--- config.mk ---
export PLATFORM = sky130hd
export DESIGN_NAME = crossbar_arb
export DESIGN_NICKNAME = d
export VERILOG_FILES = /design/src/rtl/crossbar_arb.sv
export SDC_FILE = /design/constraint.sdc
export NUM_CORES = 1
export LEC_CHECK = 0
export ABC_CLOCK_PERIOD_IN_PS = 4750
export CAP_MARGIN = 20
export CORE_ASPECT_RATIO = 1.5
export CORE_MARGIN = 2
export CORE_UTILIZATION = 39
export DETAILED_ROUTE_END_ITERATION = 10
export GPL_ROUTABILITY_DRIVEN = 1
export HOLD_SLACK_MARGIN = 0.1
export PLACE_DENSITY = 0.59
export SLEW_MARGIN = 20
export SYNTH_ARGS = -nofsm -noshare
export SYNTH_HDL_FRONTEND = slang
export SYNTH_SLANG_ARGS = --single-unit
--- constraint.sdc ---
create_clock -name clk -period 4.75 [get_ports clk]
set_clock_uncertainty 0.2 [all_clocks]
set_input_delay 0.95 -clock clk [delete_from_list [all_inputs] [get_ports clk]]
set_output_delay 0.95 -clock clk [all_outputs]
set_load 0.1 [all_outputs]
--- src/rtl/crossbar_arb.sv ---
// ---------------------------------------------------------------------------
// crossbar_arb : round-robin owner arbiter for a shared crossbar datapath
// Optional forced revoke after MAX_HOLD cycles: define CROSSBAR_ARB_TIMEOUT_EN
// Revision : 1.0
// ---------------------------------------------------------------------------
`default_nettype none

module crossbar_arb #(
  parameter int N_MASTERS = 16,
  parameter int IDW       = $clog2(N_MASTERS),
  parameter int MAX_HOLD  = 256
) (
  input  logic                 clk,
  input  logic                 rst_n,
  input  logic [N_MASTERS-1:0] request,
  input  logic [N_MASTERS-1:0] release_req,
  output logic [N_MASTERS-1:0] grant,
  output logic [IDW-1:0]       owner_id,
  output logic                 owner_valid,
  output logic                 set_owner,
  output logic                 clr_owner,
  output logic                 timeout
);

  if (N_MASTERS < 2 || N_MASTERS > 64) begin : g_bad_n_masters
    $error("crossbar_arb: N_MASTERS out of range");
  end
  if (MAX_HOLD < 2 || MAX_HOLD > 65535) begin : g_bad_max_hold
    $error("crossbar_arb: MAX_HOLD out of range");
  end

  typedef enum logic [0:0] {
    IDLE = 1'b0,
    BUSY = 1'b1
  } state_t;

  state_t               state, state_nxt;
  logic [IDW-1:0]       rr_ptr, rr_nxt;
  logic [N_MASTERS-1:0] grant_nxt;
  logic [IDW-1:0]       owner_id_nxt;
  logic                 owner_valid_nxt;
  logic                 set_nxt;
  logic                 clr_nxt;
  logic                 pick_valid;
  logic [IDW-1:0]       pick_id;
  logic [IDW-1:0]       cand_id;
  int                   cand;
  logic                 release_hit;
  logic                 limit;

  // Scan downward so the last hit wins: that is the first requester at or above rr_ptr.
  always_comb begin
    pick_valid = 1'b0;
    pick_id    = '0;
    cand       = 0;
    cand_id    = '0;
    for (int i = N_MASTERS - 1; i >= 0; i--) begin
      cand = int'(rr_ptr) + i;
      if (cand >= N_MASTERS) cand = cand - N_MASTERS;
      cand_id = IDW'(cand);
      if (request[cand_id]) begin
        pick_valid = 1'b1;
        pick_id    = cand_id;
      end
    end
  end

  assign release_hit = release_req[owner_id];

`ifdef CROSSBAR_ARB_TIMEOUT_EN
  logic [15:0] hold_cnt, hold_nxt;
  logic        to_nxt;

  assign limit  = (hold_cnt == 16'(MAX_HOLD - 1));
  assign to_nxt = (state == BUSY) && limit && !release_hit;

  always_comb begin
    hold_nxt = hold_cnt;
    if (state == IDLE) hold_nxt = '0;
    else               hold_nxt = hold_cnt + 16'd1;
  end

  always_ff @(posedge clk or negedge rst_n) begin
    if (!rst_n) begin
      hold_cnt <= '0;
      timeout  <= 1'b0;
    end else begin
      hold_cnt <= hold_nxt;
      timeout  <= to_nxt;
    end
  end
`else
  assign limit   = 1'b0;
  assign timeout = 1'b0;
`endif

  always_comb begin
    state_nxt       = state;
    rr_nxt          = rr_ptr;
    grant_nxt       = grant;
    owner_id_nxt    = owner_id;
    owner_valid_nxt = owner_valid;
    set_nxt         = 1'b0;
    clr_nxt         = 1'b0;
    case (state)
      IDLE: begin
        if (pick_valid) begin
          state_nxt          = BUSY;
          grant_nxt          = '0;
          grant_nxt[pick_id] = 1'b1;
          owner_id_nxt       = pick_id;
          owner_valid_nxt    = 1'b1;
          set_nxt            = 1'b1;
        end
      end
      BUSY: begin
        if (release_hit || limit) begin
          state_nxt       = IDLE;
          grant_nxt       = '0;
          owner_valid_nxt = 1'b0;
          clr_nxt         = 1'b1;
          rr_nxt          = (owner_id == IDW'(N_MASTERS - 1)) ? '0 : owner_id + 1'b1;
        end
      end
      default: state_nxt = IDLE;
    endcase
  end

  always_ff @(posedge clk or negedge rst_n) begin
    if (!rst_n) begin
      state       <= IDLE;
      rr_ptr      <= '0;
      grant       <= '0;
      owner_id    <= '0;
      owner_valid <= 1'b0;
      set_owner   <= 1'b0;
      clr_owner   <= 1'b0;
    end else begin
      state       <= state_nxt;
      rr_ptr      <= rr_nxt;
      grant       <= grant_nxt;
      owner_id    <= owner_id_nxt;
      owner_valid <= owner_valid_nxt;
      set_owner   <= set_nxt;
      clr_owner   <= clr_nxt;
    end
  end

endmodule

`default_nettype wire

==> flow_metrics.env, run 1 <==
export IMPL_cts_made_buffers=3
export IMPL_multi_input_area_um2=2700
export IMPL_cts_setup_buffers=0
export IMPL_min_period_over_period_pct=89.59
export IMPL_firstDrtPassIters=5
export IMPL_max_clock_freq_ghz=0.2350
export IMPL_drc=0
export IMPL_slew_headroom_pct=34.80
export IMPL_final_hold_viol_count=0
export IMPL_synth_seq_cells=28
export IMPL_htree_num_levels=1
export IMPL_grt_usage_pct=23.99
export IMPL_n_antenna_cell=0
export IMPL_io_pins=58
export IMPL_report_final_slew_viol_count=0
export IMPL_ant_nets=0
export IMPL_hold_class="flop to flop"
export IMPL_hold_ws_ns=0.2940
export IMPL_drive_gt1_share_pct=17.14
export IMPL_grt_max_degree=37
export IMPL_crit_required_ns=4.75
export IMPL_syn_inst=378
export IMPL_yosysSeqAreaShare_pct=19.58
export IMPL_crit_path_end_kind="flop"
export IMPL_cp_num_buf_inv=2
export IMPL_r2r_start="rr_ptr[1]"
export IMPL_min_delay_start="owner_valid"
export IMPL_crit_slowest_cell="mux4_2"
export IMPL_root_buffer="clkbuf_16"
export IMPL_routed_wl_um=11480
export IMPL_crit_chain="inv_1 > ha_1 > buf_4 > mux2i_1 > mux4_2 > mux2i_4 > a21oi_1 > o211a_1 > a311o_1 > a31oi_1 > and2_1 > a32o_1"
export IMPL_r2r_setup_slack_ns=0.49
export IMPL_slowest_delay_ns=0.59
export IMPL_avgViaCountPerCell=6.534
export IMPL_gr_total_overflow=0
export IMPL_grt_first_pass_wirelength_um=18380
export IMPL_synthFlopType="dfrtp_1"
export IMPL_timing_rr_end="grant[1]"
export IMPL_core_um2=8881
export IMPL_final_setup_tns_ns=0
export IMPL_num_rows=42
export IMPL_crit_path_start_kind="flop"
export IMPL_post_dp_hpwl_um=8914
export IMPL_cts_path_max_buffers=2
export IMPL_status="finished, final reports clean"
export IMPL_syn_num_nets=420
export IMPL_met1Wirelength_um=4314
export IMPL_cp_startpoint="rr_ptr[1]"
export IMPL_drt_iter0_drc=266
export IMPL_die_w_um=82.21
export IMPL_fillerInstances=868
export IMPL_wl_per_cell_um=21.42
export IMPL_seq_area_um2=700.7
export IMPL_worstMarginPinSlew_ns=0.9749
export IMPL_cts_hold_buf=0
export IMPL_final_min_clock_period_ns=4.255
export IMPL_clk_pin_slew_worst_paths_ns=0.06
export IMPL_layout_common_cells="clkdlybuf4s50_1, mux2i_1, nor2_1, dfrtp_1, nand2_1"
export IMPL_worst_ep_arrival_time_ns=4.26
export IMPL_met3_wirelength_um=594
export IMPL_min_to="owner_valid"
export IMPL_syn_to_final_growth_pct=20.45
export IMPL_crit_family="compound AO/OA/AOI/OAI gates"
export IMPL_critical_path_class="flop to flop"
export IMPL_initial_core_util_pct=40.29
export IMPL_rsz0062_at_grt="no"
export IMPL_async_reset_ff_share_pct=100.0
export IMPL_antenna_found_initial=0
export IMPL_clkLatencyLatePin_ns=0.26
export IMPL_finalNetCount=469
export IMPL_vias=3502
export IMPL_clkSinkCount=28
export IMPL_wl_met2_um=5716
export IMPL_cts_tree="done"
export IMPL_cts_resized=0
export IMPL_grt_pass1_vias=3488
export IMPL_layout_commonest_cell="clkdlybuf4s50_1"
export IMPL_setup_viol=0
export IMPL_top_layer="met4"
export IMPL_worstHoldPathCells=1
export IMPL_dieArea_um2=9973
export IMPL_cp_max_fo=9
export IMPL_gp_congestion=0.9353
export IMPL_synth_avg_cell_area_um2=9.467
export IMPL_ys_types=75
export IMPL_maxCapViolCount=0
export IMPL_ys_warn_count=0
export IMPL_synth_cell_area_um2=3578
export IMPL_die_h_um=121.3
export IMPL_synth_edf_count=0
export IMPL_rr_worst_depth=12
export IMPL_port_buffers=56
-- synth_stat cells (4+ instances only) --
master    instances  area [um^2]
o21ai_0          17        85.08
ha_1              8        100.1
a32o_1           17        170.2
mux4_2           20        450.4
o22ai_1           7        43.79
xnor2_1           7        61.31
o211ai_1          5        37.54
mux2_2           16        180.2
nor3_1            5        25.02
a21oi_1          14        70.07
buf_2            12        60.06
clkbuf_1          5        18.77
nor2b_1           4        25.02
o221ai_1          4        35.03
inv_1             8        30.03
dfrtp_1          28        700.7
and3_1            5        31.28
or3_1             4        25.02
nand3_1          15        75.07
nand2_1          23        86.33
mux2i_1          32        320.3
nor2_1           28        105.1
and4_1            4        35.03
a31oi_1           4        25.02
xor2_1            4        35.03
-- final cells by class --
class	instances	share of cell area, %
inverter	10	0.8708
sequential	28	16.26
timing repair buffer	68	14.98
clock buffer	4	2.061
multi-input combinational	316	62.64
tap	110	3.193
-- through the flow --
step	cell area, um^2	setup WS [ns]	cells	utilization, %
detailed placement	4227	0.3723	532	47.59
global placement	4227	0.3698	532	47.59
floorplan	3578	0.7699	378	-
CTS	4315	0.5326	536	48.59
global route	4310	0.3224	536	48.53
finish	4310	0.4945	536	48.53
-- routing by layer --
metal | GRT usage (%) | vias to the layer above
met5 | 0 | -
met4 | 15.73 | 0
met3 | 2.083 | 44
met2 | 39.62 | 160
met1 | 28.92 | 1714
li1 | - | 1584
-- registers in the layout, indices dropped and copies added, names as in the netlist --
signal and flops:
grant 16, owner_id 4, rr_ptr 4, clr_owner 1
owner_valid 1, set_owner 1, state 1
-- worst max path at each step --
stage | to | slack, ns | cells past startpoint
floorplan | owner_id[0] | 0.77 | 16
CTS | grant[1] | 0.53 | 12
finish | grant[1] | 0.49 | 12
global placement | grant[4] | 0.37 | 10
global route | grant[0] | 0.32 | 12
detailed placement | grant[4] | 0.37 | 10
-- kinds of logic (layout without fill, tap and decap cells) --
logic type                 count (synthesis)  count (layout)  synth area share (%)
and+or+nand+nor                          110             110                 16.36
adders and majority gates                  8               8                 2.797
buffers and inverters                     34              82                 4.965
AOI/OAI and AO/OA                        108             108                 22.41
muxes                                     74              74                 29.27
xor gates and xnor gates                  15              15                 4.511
DFF                                       28              28                 19.58
other                                      1               1                0.1048
Power of run 1 is left out: the tool's default activity adds up to more than one toggle a clock period on the data nets, which glitch-free logic cannot reach.
==> inputs of run 2 (changes only) <==
- CAP_MARGIN: 20 -> default
==> results of run 2 <==
Final layout, timing and power as in run 1 (identical DEF).
Power of run 2 is left out for the same reason.
